--- config.mk ---
export PLATFORM = sky130hd
export DESIGN_NAME = rsp_frame_tx
export DESIGN_NICKNAME = d
export VERILOG_FILES = /design/src/rtl/rsp_frame_pkg.sv /design/src/rtl/rsp_frame_tx.sv
export SDC_FILE = /design/constraint.sdc
export NUM_CORES = 1
export LEC_CHECK = 0
export ABC_AREA = 1
export CAP_MARGIN = 10
export CORE_MARGIN = 3
export CORE_UTILIZATION = 30
export CTS_CLUSTER_DIAMETER = 40
export DETAILED_ROUTE_END_ITERATION = 8
export DONT_BUFFER_PORTS = 1
export PLACE_DENSITY = 0.54
export SYNTH_ARGS = -nofsm -noshare
export SYNTH_HDL_FRONTEND = slang
export SYNTH_SLANG_ARGS = --single-unit
--- constraint.sdc ---
create_clock -name Clk -period 1.2 [get_ports Clk]
set_input_delay 0.12 -clock Clk [delete_from_list [all_inputs] [get_ports Clk]]
set_output_delay 0.12 -clock Clk [all_outputs]
set_load 0.03 [all_outputs]
--- src/rtl/rsp_frame_pkg.sv ---
// rsp_frame_pkg: shared response/command frame definitions.
//   HEADER / LENGTH / TAIL : fixed frame bytes (also used by the command receiver)
//   frame_state_e          : one-hot transmitter state encoding
//   frame_phase_e          : SEND / WAIT sub-phase of every byte state
//   next_byte_state()      : byte sequencing of a frame
// Optional feature: RSP_CHECKSUM_EN adds a CHKSUM byte state between DATAC and TAIL.
package rsp_frame_pkg;

  localparam logic [7:0] HEADER = 8'hAA;
  localparam logic [7:0] LENGTH = 8'd3;
  localparam logic [7:0] TAIL   = 8'h88;

`ifdef RSP_CHECKSUM_EN
  localparam int unsigned STATE_W = 8;
`else
  localparam int unsigned STATE_W = 7;
`endif

  typedef enum logic [STATE_W-1:0] {
    ST_IDLE   = STATE_W'(1),
    ST_HEADER = STATE_W'(2),
    ST_LENGTH = STATE_W'(4),
    ST_DATAA  = STATE_W'(8),
    ST_DATAB  = STATE_W'(16),
    ST_DATAC  = STATE_W'(32),
    ST_TAIL   = STATE_W'(64)
`ifdef RSP_CHECKSUM_EN
    , ST_CHKSUM = STATE_W'(128)
`endif
  } frame_state_e;

  typedef enum logic {
    PH_SEND = 1'b0,
    PH_WAIT = 1'b1
  } frame_phase_e;

  // Byte state that follows s once its byte is done; TAIL (and anything
  // unexpected) falls back to IDLE.
  function automatic frame_state_e next_byte_state(input frame_state_e s);
    frame_state_e n;
    n = ST_IDLE;
    case (s)
      ST_HEADER: n = ST_LENGTH;
      ST_LENGTH: n = ST_DATAA;
      ST_DATAA:  n = ST_DATAB;
      ST_DATAB:  n = ST_DATAC;
`ifdef RSP_CHECKSUM_EN
      ST_DATAC:  n = ST_CHKSUM;
      ST_CHKSUM: n = ST_TAIL;
`else
      ST_DATAC:  n = ST_TAIL;
`endif
      default:   n = ST_IDLE;
    endcase
    return n;
  endfunction

endpackage

--- src/rtl/rsp_frame_tx.sv ---
// rsp_frame_tx: serialises one register-read response frame onto a byte UART.
// Frame: HEADER, LENGTH, s_addr, s_data[15:8], s_data[7:0], [CHKSUM], TAIL.
// Ports:
//   Clk, Rst_n      clock, asynchronous active-low reset
//   s_req           one-cycle request; accepted when s_ready is high
//   s_addr, s_data  payload captured on acceptance
//   s_ready         high only while idle
//   s_drop          one-cycle pulse (cycle after) for a request made while busy
//   Tx_Byte         byte presented to the UART, stable through its WAIT phase
//   Tx_Send         one-cycle start pulse to the UART
//   Tx_Done         UART byte-finished pulse; only honoured in a WAIT phase
// Macro RSP_CHECKSUM_EN: insert XOR(DATAA,DATAB,DATAC) byte before TAIL.
module rsp_frame_tx
  import rsp_frame_pkg::*;
(
  input  logic        Clk,
  input  logic        Rst_n,
  input  logic        s_req,
  input  logic [7:0]  s_addr,
  input  logic [15:0] s_data,
  output logic        s_ready,
  output logic        s_drop,
  output logic [7:0]  Tx_Byte,
  output logic        Tx_Send,
  input  logic        Tx_Done
);

  frame_state_e state_q, state_d;
  frame_phase_e phase_q, phase_d;
  logic [7:0]   addr_q, addr_d;
  logic [15:0]  data_q, data_d;
  logic         drop_q, drop_d;

  always_ff @(posedge Clk or negedge Rst_n) begin
    if (!Rst_n) begin
      state_q <= ST_IDLE;
      phase_q <= PH_SEND;
      addr_q  <= '0;
      data_q  <= '0;
      drop_q  <= 1'b0;
    end else begin
      state_q <= state_d;
      phase_q <= phase_d;
      addr_q  <= addr_d;
      data_q  <= data_d;
      drop_q  <= drop_d;
    end
  end

  always_comb begin
    state_d = state_q;
    phase_d = phase_q;
    addr_d  = addr_q;
    data_d  = data_q;
    drop_d  = s_req && (state_q != ST_IDLE);
    if (state_q == ST_IDLE) begin
      phase_d = PH_SEND;
      if (s_req) begin
        addr_d  = s_addr;
        data_d  = s_data;
        state_d = ST_HEADER;
      end
    end else if (phase_q == PH_SEND) begin
      // SEND lasts exactly one cycle regardless of Tx_Done.
      phase_d = PH_WAIT;
    end else if (Tx_Done) begin
      state_d = next_byte_state(state_q);
      phase_d = PH_SEND;
    end
  end

  always_comb begin
    s_ready = (state_q == ST_IDLE);
    s_drop  = drop_q;
    Tx_Send = (state_q != ST_IDLE) && (phase_q == PH_SEND);
    Tx_Byte = '0;
    case (state_q)
      ST_HEADER: Tx_Byte = HEADER;
      ST_LENGTH: Tx_Byte = LENGTH;
      ST_DATAA:  Tx_Byte = addr_q;
      ST_DATAB:  Tx_Byte = data_q[15:8];
      ST_DATAC:  Tx_Byte = data_q[7:0];
`ifdef RSP_CHECKSUM_EN
      ST_CHKSUM: Tx_Byte = addr_q ^ data_q[15:8] ^ data_q[7:0];
`endif
      ST_TAIL:   Tx_Byte = TAIL;
      default:   Tx_Byte = '0;
    endcase
  end

endmodule

==> reports/metrics.csv <==
metric;value;unit
Synth Area in Adders;0;
Yosys Warn Count;0;
H-tree Lvls;2;
clock tree from TritonCTS;built;
Hold Fails Final Rpt;0;
row count;25;
effective utilization at floorplan;0.322;
cts bufs inserted;5;
Final ANT Viol Nets;0;
Via density;4.60;
simple-gate share of the synthesized area;0.320;
compound-gate portion of the synthesized area;0.0780;
async set-reset flop share out of synthesis;1.00;
ANT cells;0;
die width;78.4;um
main combinational cell family by area after synthesis;simple AND/OR/NAND/NOR gates;
leakage;1.26;nW
period utilization;1.45;
Reg2Reg Setup Slack;-0.31;ns
Worst Reg-to-Reg Cells;9;
multi-input logic area;860;um^2
outcome;finished with violations;
I/O Pins;39;
GRT Total Usage;0.162;
number of synthesized flops with an enable pin;0;
number of global-route vias before repair;1607;
DP Wirelength;2760;um
Worst Path Required;1.08;ns
Worst Setup End Kind;output port;
critical path cell sequence;inv_2 > nand2_1 > nor2_2 > nand2_2 > nand2_2 > a21oi_4 > nand3_4;
Post-Syn Area;1570;um^2
final setup fails;43;
share of cells above drive strength 1;0.339;
final-stage net count;301;
detailed router's first-iteration violation count;87;
most used cell, CP;nand2_2;
syn_nets;236;
DR pass1 iterations;6;
Top delay family on crit path;flip-flops;
Max VDD drop;0.000913;V
Worst-Skew Late Latency;0.29;ns
min-delay worst type;input port to flip-flop;
Slowest-stage cell, CP;dfstp_2;
commonest non-fill, non-tap cell in the layout;nand2_1;
Data arrival, critical path;1.62;ns
die area;6140;um^2
Post-Syn Instances;208;
Critical Path Source;state_q[0];
mux cell area share after synthesis;0;
GRT overflow;0;
Mean Syn Cell Area;7.56;um^2
sequential area share after synthesis;0.526;
RR Endpoint;addr_q[0];
Wirelength per Cell;14.1;um
max-cap violation count;0;
Most used DFF post-synth;dfrtp_1;
drt drc;0;
critical path endpoint;Tx_Byte[1];
Routed WL;4820;um
FF/Latch Area;828;um^2
first-pass GRT wire length;7670;um
Final Core Density;0.533;
CP max FO;5;
CTS clk-pin slew, worst paths;0.08;ns
Setup crit start kind;flip-flop;
filler cell count;482;
floorplan die height;78.4;um
largest net degree at the start of global routing;34;
register bit total from synthesis;33;
RD Place Congestion;0.829;
Post-Synth XOR/XNOR Area;0;
crit path kind;flip-flop to output port;
port bufs;0;
initial antenna violation count;0;
P&R area growth vs syn;65.4;%
Fmax;575;MHz
CTS max path bufs;2;
clock sinks;33;
fin crit period;1.74;ns
pre-CTS setup slack;-0.319;ns
library cells used by synthesis;16;
skew final;0.00656;ns
core area;4880;um^2
worst slew pin tran;0.269;ns
Power Dens Cells;2520;nW/um^2
worst r2r src;state_q[1];
instance count on the critical path;7;
Worst path max stage delay;0.62;ns
Critical path buffers and inverters;1;
RSZ-0062 raised after global routing;true;
detailed-route via count;1567;
setup ws final;-0.540;ns
Max Slew Vio Count;0;
highest-count cells in the layout ignoring fill and taps;88 x nand2_1, 31 x dfrtp_1, 26 x dlygate4sd3_1, 25 x buf_4, 12 x inv_1;
failing checks;setup timing;
root buf cell;clkbuf_8;
Max transition margin;0.821;
hold path startpoint;Tx_Done;
## worst min-delay path by stage
| stage | end | slack, ns | cells past startpoint |
|---|---|---|---|
| detailed placement | state_q[4] | -0.17 | 0 |
| CTS | phase_q | 0.02 | 3 |
| finish | phase_q | 0.02 | 3 |
| global route | phase_q | 0.07 | 3 |
| floorplan | addr_q[0] | -0.18 | 0 |
| global placement | state_q[4] | -0.17 | 0 |
## flip-flops by register name, indices dropped and copies added, names as in the netlist
register and flops:
addr_q 8, data_q 16, phase_q 1, s_drop 1, state_q 7
## final cells by class
cell class,count,area share
clock buffers,6,0.0318
multi-input cells,150,0.331
repair buffers,61,0.237
well taps,67,0.0322
flip-flops and latches,33,0.319
inverters,22,0.0356
clock inverters,2,0.0144
## cell families (layout without fill, tap and decap cells)
kind of cell	Yosys count	after routing
buffers and inverters	27	91
DFF	33	33
AOI/OAI and AO/OA	23	23
and+or+nand+nor	125	127
## report_power, final
group	internal (mW)	switching, mW	leakage, nW
sequential	1.62	0.362	0.413
clock	0.675	0.447	0.0574
combinational	1.46	2.00	0.785
## worst reg2reg max path: stages (launching register included)
cell and delay (ns):
dfrtp_1 0.42, buf_4 0.17, inv_4 0.07, nand2_2 0.06
nor2_4 0.14, nand3_4 0.13, buf_6 0.16, buf_8 0.14
nand2_1 0.06, nand2_1 0.05
## Yosys cell counts, types with 2 or more instances
cell / number / area [um^2]
nor2_2: 6 / 37.5
o211ai_1: 3 / 22.5
o21ai_0: 12 / 60.1
dfrtp_1: 32 / 801
buf_2: 2 / 10.0
nor2_1: 10 / 37.5
inv_1: 17 / 63.8
nand3_1: 10 / 50.1
a21oi_1: 7 / 35.0
buf_6: 2 / 22.5
inv_2: 5 / 18.8
nand2_1: 98 / 368
## layer usage
layer,up-vias,part of all wire,track usage
met2,52,0.49,0.270
met1,733,0.42,0.204
met4,0,0.028,0.0542
met3,12,0.057,0.0447
li1,770,-,-
met5,-,0,0
## stage by stage
stage | power, mW | hold WS, ns | instance area (um^2) | setup TNS, ns | cells
after CTS | 6.18 | 0.0207 | 2490 | -11.82 | 337
after floorplan | 3.64 | -0.176 | 1640 | -3.11 | 208
after global routing | 7.03 | 0.0682 | 2600 | -16.84 | 341
after detailed placement | 4.28 | -0.173 | 1850 | -7.69 | 291
final | 6.56 | 0.0227 | 2600 | -13.45 | 341
after global placement | 4.28 | -0.174 | 1850 | -7.28 | 291
## repair_timing
action                                 CTS  global route
cloned                                   3             1
endpoints found under the hold margin   58             0
hold buffers                            27             0
pin swaps                               15            12
setup endpoints to repair               43            43
buffers inserted                         8             4
resized for setup                       35            25
Note: power is estimated with default switching activity, not from simulation.
